==> src/rtl/adc_sum_sq_acc_pkg.sv <==
// Shared defaults, datapath width helpers and FSM state type for the
// ADC sum-of-squares integrator.
package adc_sum_sq_acc_pkg;

  localparam int N_SAMP_DEF = 4;
  localparam int SAMP_W_DEF = 8;
  localparam int LEN_W_DEF  = 16;
  localparam int ACC_W      = 32;
  localparam int CNT_W      = 16;

  // Square of a signed sample never needs the top product bit:
  // the largest magnitude is (-2^(W-1))^2 = 2^(2W-2).
  function automatic int sq_width(input int samp_w);
    return 2 * samp_w - 1;
  endfunction

  // Adder tree output carries log2(N) growth bits above one square.
  function automatic int sum_width(input int n_samp, input int samp_w);
    return sq_width(samp_w) + $clog2(n_samp);
  endfunction

  localparam int SQ_W_DEF  = sq_width(SAMP_W_DEF);
  localparam int SUM_W_DEF = sum_width(N_SAMP_DEF, SAMP_W_DEF);

  typedef enum logic {
    ST_IDLE = 1'b0,
    ST_ACC  = 1'b1
  } state_t;

endpackage

==> src/rtl/adc_sum_sq_tree.sv <==
// Stages 1-2: per-sample square, then adder tree over the beat, with the
// beat's valid/first/last tags travelling alongside.
module adc_sum_sq_tree
  import adc_sum_sq_acc_pkg::*;
#(
  parameter int N_SAMP = N_SAMP_DEF,
  parameter int SAMP_W = SAMP_W_DEF,
  parameter int SQ_W   = sq_width(SAMP_W),
  parameter int SUM_W  = sum_width(N_SAMP, SAMP_W)
) (
  input  logic                     clk,
  input  logic                     rst_n,
  input  logic [N_SAMP*SAMP_W-1:0] data,
  input  logic                     beat_vld,
  input  logic                     beat_first,
  input  logic                     beat_last,
  output logic [SUM_W-1:0]         sum,
  output logic                     sum_vld,
  output logic                     sum_first,
  output logic                     sum_last
);

  logic [N_SAMP-1:0][SQ_W-1:0] sq_d, sq_q;
  logic [SUM_W-1:0]            sum_d;
  logic [2:1]                  vld_pipe, first_pipe, last_pipe;

  for (genvar i = 0; i < N_SAMP; i++) begin : g_sq
    logic signed [2*SAMP_W-1:0] wide;
    assign wide    = (2*SAMP_W)'($signed(data[i*SAMP_W +: SAMP_W]));
    assign sq_d[i] = SQ_W'(wide * wide);
  end

  // Sum all squares of the registered beat
  always_comb begin
    sum_d = '0;
    for (int i = 0; i < N_SAMP; i++) sum_d = sum_d + SUM_W'(sq_q[i]);
  end

  // Two pipeline stages: squares, then the tree sum; tags shift alongside
  always_ff @(posedge clk or negedge rst_n) begin
    if (!rst_n) begin
      sq_q       <= '0;
      sum        <= '0;
      vld_pipe   <= '0;
      first_pipe <= '0;
      last_pipe  <= '0;
    end else begin
      sq_q       <= sq_d;
      sum        <= sum_d;
      vld_pipe   <= {vld_pipe[1], beat_vld};
      first_pipe <= {first_pipe[1], beat_first};
      last_pipe  <= {last_pipe[1], beat_last};
    end
  end

  assign sum_vld   = vld_pipe[2];
  assign sum_first = first_pipe[2];
  assign sum_last  = last_pipe[2];

endmodule

==> src/rtl/adc_sum_sq_acc.sv <==
// Continuous sum-of-squares integrator over beats of signed ADC samples.
// A sync pulse (re)aligns integration boundaries; each integration is
// acc_len beats, and completed totals land in sum_sq_out.
module adc_sum_sq_acc
  import adc_sum_sq_acc_pkg::*;
#(
  parameter int N_SAMP = N_SAMP_DEF,
  parameter int SAMP_W = SAMP_W_DEF,
  parameter int LEN_W  = LEN_W_DEF
) (
  input  logic                     user_clk,
  input  logic                     user_rst_n,
  input  logic [N_SAMP*SAMP_W-1:0] adc_data,
  input  logic                     adc_valid,
  input  logic                     sync,
  input  logic [LEN_W-1:0]         acc_len,
  output logic [ACC_W-1:0]         sum_sq_out,
  output logic                     sum_sq_valid,
  output logic [CNT_W-1:0]         integ_count,
  output logic [CNT_W-1:0]         abort_count,
  output logic                     armed
);

  localparam int SUM_W = sum_width(N_SAMP, SAMP_W);

  // Worst case: longest integration of full-scale negative samples.
  localparam longint unsigned MAX_TOTAL =
    ((64'd1 << LEN_W) - 64'd1) * 64'(N_SAMP) * (64'd1 << (2*SAMP_W-2));

  if (MAX_TOTAL >= (64'd1 << ACC_W)) begin : g_bound_chk
    $error("adc_sum_sq_acc: parameters allow accumulator overflow");
  end

  logic [1:0]       rst_sync;
  logic             rst_n;
  state_t           state;
  logic [LEN_W-1:0] cnt, len_q, cnt_eff, len_eff;
  logic             accept, first, last, abort;
  logic [SUM_W-1:0] sum;
  logic             sum_vld, sum_first, sum_last;
  logic [ACC_W-1:0] acc, acc_n;

  // Reset asserts asynchronously, releases on a clock edge
  always_ff @(posedge user_clk or negedge user_rst_n) begin
    if (!user_rst_n) rst_sync <= '0;
    else             rst_sync <= {rst_sync[0], 1'b1};
  end
  assign rst_n = rst_sync[1];

  // Beat tagging: a sync makes the current beat (or the next one) first
  always_comb begin
    accept  = adc_valid && (state == ST_ACC || sync);
    cnt_eff = sync ? '0 : cnt;
    first   = (cnt_eff == '0);
    len_eff = first ? ((acc_len == '0) ? LEN_W'(1) : acc_len) : len_q;
    last    = (cnt_eff == len_eff - LEN_W'(1));
    abort   = sync && (state == ST_ACC) && (cnt != '0);
  end

  // Arming FSM, beat counter, latched length and abort counter
  always_ff @(posedge user_clk or negedge rst_n) begin
    if (!rst_n) begin
      state       <= ST_IDLE;
      armed       <= 1'b0;
      cnt         <= '0;
      len_q       <= '0;
      abort_count <= '0;
    end else begin
      if (sync) begin
        state <= ST_ACC;
        armed <= 1'b1;
      end
      if (abort) abort_count <= abort_count + CNT_W'(1);
      if (accept) begin
        if (first) len_q <= len_eff;
        cnt <= last ? '0 : cnt_eff + LEN_W'(1);
      end else if (sync) begin
        cnt <= '0;
      end
    end
  end

  adc_sum_sq_tree #(
    .N_SAMP (N_SAMP),
    .SAMP_W (SAMP_W)
  ) u_tree (
    .clk        (user_clk),
    .rst_n      (rst_n),
    .data       (adc_data),
    .beat_vld   (accept),
    .beat_first (first),
    .beat_last  (last),
    .sum        (sum),
    .sum_vld    (sum_vld),
    .sum_first  (sum_first),
    .sum_last   (sum_last)
  );

  // A first-tagged beat restarts the total, dropping any aborted partial sum
  always_comb acc_n = (sum_first ? '0 : acc) + ACC_W'(sum);

  // Stage 3: accumulate and publish on the last beat of each integration
  always_ff @(posedge user_clk or negedge rst_n) begin
    if (!rst_n) begin
      acc          <= '0;
      sum_sq_out   <= '0;
      sum_sq_valid <= 1'b0;
      integ_count  <= '0;
    end else begin
      sum_sq_valid <= 1'b0;
      if (sum_vld) begin
        acc <= acc_n;
        if (sum_last) begin
          sum_sq_out   <= acc_n;
          sum_sq_valid <= 1'b1;
          integ_count  <= integ_count + CNT_W'(1);
        end
      end
    end
  end

endmodule

==> config.mk <==
export PLATFORM = sky130hd
export DESIGN_NAME = adc_sum_sq_acc
export DESIGN_NICKNAME = d
export VERILOG_FILES = /design/src/rtl/adc_sum_sq_acc_pkg.sv /design/src/rtl/adc_sum_sq_tree.sv /design/src/rtl/adc_sum_sq_acc.sv
export SDC_FILE = /design/constraint.sdc
export NUM_CORES = 1
export LEC_CHECK = 0
export BUFFER_PORTS_ARGS = -buffer_cell sky130_fd_sc_hd__buf_4
export CAP_MARGIN = 20
export CORE_UTILIZATION = 57
export CTS_BUF_LIST = sky130_fd_sc_hd__clkbuf_16
export DETAILED_ROUTE_END_ITERATION = 8
export PLACE_DENSITY = 0.89
export REMOVE_ABC_BUFFERS = 1
export SETUP_SLACK_MARGIN = 0.3
export SLEW_MARGIN = 25
export SYNTH_ARGS = -nofsm -noshare
export SYNTH_HDL_FRONTEND = slang
export SYNTH_SLANG_ARGS = --single-unit
==> constraint.sdc <==
create_clock -name user_clk -period 6.7 [get_ports user_clk]
set_input_delay 0.67 -clock user_clk [delete_from_list [all_inputs] [get_ports user_clk]]
set_output_delay 0.67 -clock user_clk [all_outputs]
set_load 0.05 [all_outputs]
==> results.md <==
* Arrival time at the worst endpoint at 5.08 ns
* Async S/R FF share, synth at 100%
* Sequential share of the synthesized area at 28.0%
* Worst rel slew slack at 37.5%
* Pins Over Slew Limit at 0
* Ratio of final minimum period to clock period at 70.0%
* Mean post-synth cell area at 9.63 sq um
* CTS max path bufs at 3
* Global Route Usage Sum at 23.8%
* Final Net Count at 2442
* Fill count at 2487
* Share of cells above drive strength 1 at 10.2%
* I/O pins at 118
* Crit start category: primary input
* Chip width at 184 um
* Number of global-route vias before repair at 14500
* Area growth syn-to-layout at 11.1%
* Critical-path maximum fanout at 33
* Fin Clk Skew at 0.0116 ns
* Total core area at 32500 sq um
* DRT iter0 DRCs at 722
* Flops & latches, synth at 211
* Crit end category: flop
* Detailed-route via count at 13600
* Hold_buf cts at 1
* Drt pass-1 iters at 6
* Die H at 184 um
* Post-CTS setup buffer count at 0
* Total congestion overflow at 0
* Gate Count Post-Synth at 1959
* Initial Util at 58.0%
* Worst path slowest cell: a41oi_4
* TNS Setup at 0 ns
* FMAX at 213 MHz
* Total power per unit cell area at 426 nW/um^2
* Syn Std Cell Area at 18900 sq um
* Number of synthesized flops with an enable pin at 0
* Dpl hpwl at 29.7 mm
* Worst path max stage delay at 0.52 ns
* Post-synth top area cell: dfrtp_1
* Final WS setup at 2.01 ns
* Metal2 WL at 19.6 mm
* Outcome: complete, no violations
* CP required at 7.09 ns
* Pre-CTS setup slack at 1.08 ns
* WL/cell at 15.1 um
* Row count at 66
* Wire length on met3 at 1.69 mm
* GPL Wtd Cong at 0.913
* Most frequent cell after synthesis: inv_1
* WL final at 38.1 mm
* Post_cts resized at 0
* Min-Delay Path Class: reg2async
* Vias per inst at 5.37
* First-pass GRT wire length at 66.3 mm
* Cell family with most CP delay: simple AND/OR/NAND/NOR gates
* CTS tree: done
* TritonCTS Sinks at 211
* Synth cell count leaders: inv_1, dfrtp_1, fa_1, nand2_1, xnor2_1
* YS warnings at 0
* Maxcap violations at 0
* Leak Pwr at 0.0102 uW
* Post-synth top area share at 28.0%
* Ant. Diodes at 0
* CP Class: in2reg
* RSZ-0062 raised after global routing: no
* WP buf/inv at 1
* Maximum number of pins on one net before global-route repair at 200
* Skew-Pair Late Insertion Delay at 0.51 ns
* Reg area at 5280 sq um
* Multi-input gate area at 12000 sq um
* Register-to-Register Path Depth at 15
* Synth top area cells: dfrtp_1, fa_1, ha_1
* Wire length on met1 at 15.9 mm
* Max Used Layer: met4
* Initial antenna violation count at 0
* Min Clock Period, post-route at 4.69 ns
* H-Tree Depth at 1
* CP cell instances: buf_4, nand2b_1, ha_1, nor3b_2, a41oi_4, mux2i_1, ha_1, or4b_1, nor2_1, xor2_1, mux2i_1, or3_1, and3_1, a2111oi_4, and2_4, o21ai_0
* Final Hold Viols at 0
* CTS clock-pin slew for the worst setup and hold paths at 0.06 ns
* Die area at 33800 sq um
* Clk root buf: clkbuf_16
* Antenna-violating nets left at 0
* Post-synthesis cell type count at 67
* PortBufs at 117
* Max IR drop VDD at 0.000573 V
* Ys flop type: dfrtp_1
* Final setup violation count at 0
* Levels on crit path at 16
* Inserted Clock Buffers at 24
* Number of remaining DRC errors at 0
* Worst-Margin Slew at 0.929 ns
* Final Hold Slack at 0.157 ns
[registers in the layout, summed over array words and instances (netlist names)]
signal / cells
u_tree.sq_q: 56
acc: 32
sum_sq_out: 32
u_tree.sum: 17
abort_count: 16
cnt: 16
integ_count: 16
len_q: 16
rst_sync: 2
u_tree.first_pipe: 2
u_tree.last_pipe: 2
u_tree.vld_pipe: 2
state: 1
sum_sq_valid: 1
[through the flow]
| stage | instance area, sq um | utilization (%) | instances | total power, uW |
|---|---|---|---|---|
| 6_report | 21000 | 64.4 | 2524 | 8920 |
| 3_5_place_dp | 20200 | 62.0 | 2479 | 7610 |
| 2_1_floorplan | 18700 | - | 1914 | 6390 |
| 5_1_grt | 21000 | 64.4 | 2524 | 9810 |
| 3_3_place_gp | 20200 | 62.0 | 2479 | 7280 |
| 4_1_cts | 20900 | 64.3 | 2522 | 8930 |
[where the power goes]
| part | switching, uW | leakage [uW] | internal (uW) | total (uW) |
|---|---|---|---|---|
| Clock | 512 | 0.000380 | 713 | 1220 |
| Combinational | 3280 | 0.00731 | 2610 | 5890 |
| Sequential | 151 | 0.00252 | 1660 | 1810 |
| Total | 3940 | 0.0102 | 4980 | 8920 |
[routing by layer]
layer | track usage, % | vias up
met5 | 0 | -
met4 | 7.37 | 0
met3 | 2.54 | 80
met2 | 43.3 | 328
met1 | 29.6 | 6702
li1 | - | 6449
[path summary, 6_finish.rpt]
kind                              start              end  slack (ns)
min in group user_clk      adc_data[16]  u_tree.sq_q[30]        0.35
hold reg to reg             rst_sync[1]    sum_sq_out[6]        0.16
setup / recovery                   sync           cnt[2]        2.01
max in group asynchronous   rst_sync[1]        len_q[14]        5.35
hold / removal              rst_sync[1]    sum_sq_out[6]        0.16
setup reg to reg                 cnt[0]           cnt[2]        2.07
[worst register-to-register path: cells and delay by family (launching register included)]
kind	cells	cell delay [ns]
AO/OA/AOI/OAI	3	0.98
XOR/XNOR	1	0.17
adder cells (fa/ha/maj)	2	0.61
flip-flops	1	0.46
multiplexers	2	0.40
AND/OR/NAND/NOR	7	1.88
[area by class of cell]
class | count | area share [%]
multi-input combinational | 1341 | 57.4
clock buffer | 25 | 2.99
clock inverter | 17 | 0.538
timing repair buffer | 126 | 4.72
tap | 442 | 2.64
inverter | 362 | 6.49
sequential | 211 | 25.2
[cells by family (layout without fill, tap and decap cells)]
logic type,count (synthesis),after routing,share of synthesized area (%)
simple gates,545,545,15.0
buf+inv,408,530,8.25
fa+ha+maj,324,324,28.9
compound gates,221,221,7.57
flops,211,211,28.0
xor+xnor,195,195,9.20
mux,53,53,3.05
other cells,2,3,0.0398
[placed cells by master (no fill, tap or decap), types with 12 or more instances in the layout]
| cell type | synthesis | layout |
|---|---|---|
| inv_1 | 361 | 368 |
| dfrtp_1 | 211 | 210 |
| fa_1 | 187 | 187 |
| nand2_1 | 158 | 158 |
| xnor2_1 | 150 | 150 |
| ha_1 | 137 | 137 |
| buf_4 | 0 | 122 |
| nor2_1 | 87 | 87 |
| a21oi_1 | 74 | 74 |
| and2_1 | 69 | 69 |
| nor2b_1 | 50 | 50 |
| o21ai_0 | 47 | 47 |
| xor2_1 | 43 | 43 |
| nand3_1 | 35 | 35 |
| mux2_2 | 35 | 35 |
| nor3_1 | 27 | 27 |
| nand2b_1 | 25 | 25 |
| clkbuf_16 | 0 | 25 |
| nand4_1 | 19 | 19 |
| and3_1 | 18 | 18 |
| mux2i_1 | 18 | 18 |
| o21bai_1 | 15 | 15 |
| or3_1 | 14 | 14 |
| a21o_1 | 12 | 12 |
| o31ai_1 | 12 | 12 |
Power figures use the tool's default switching activity.
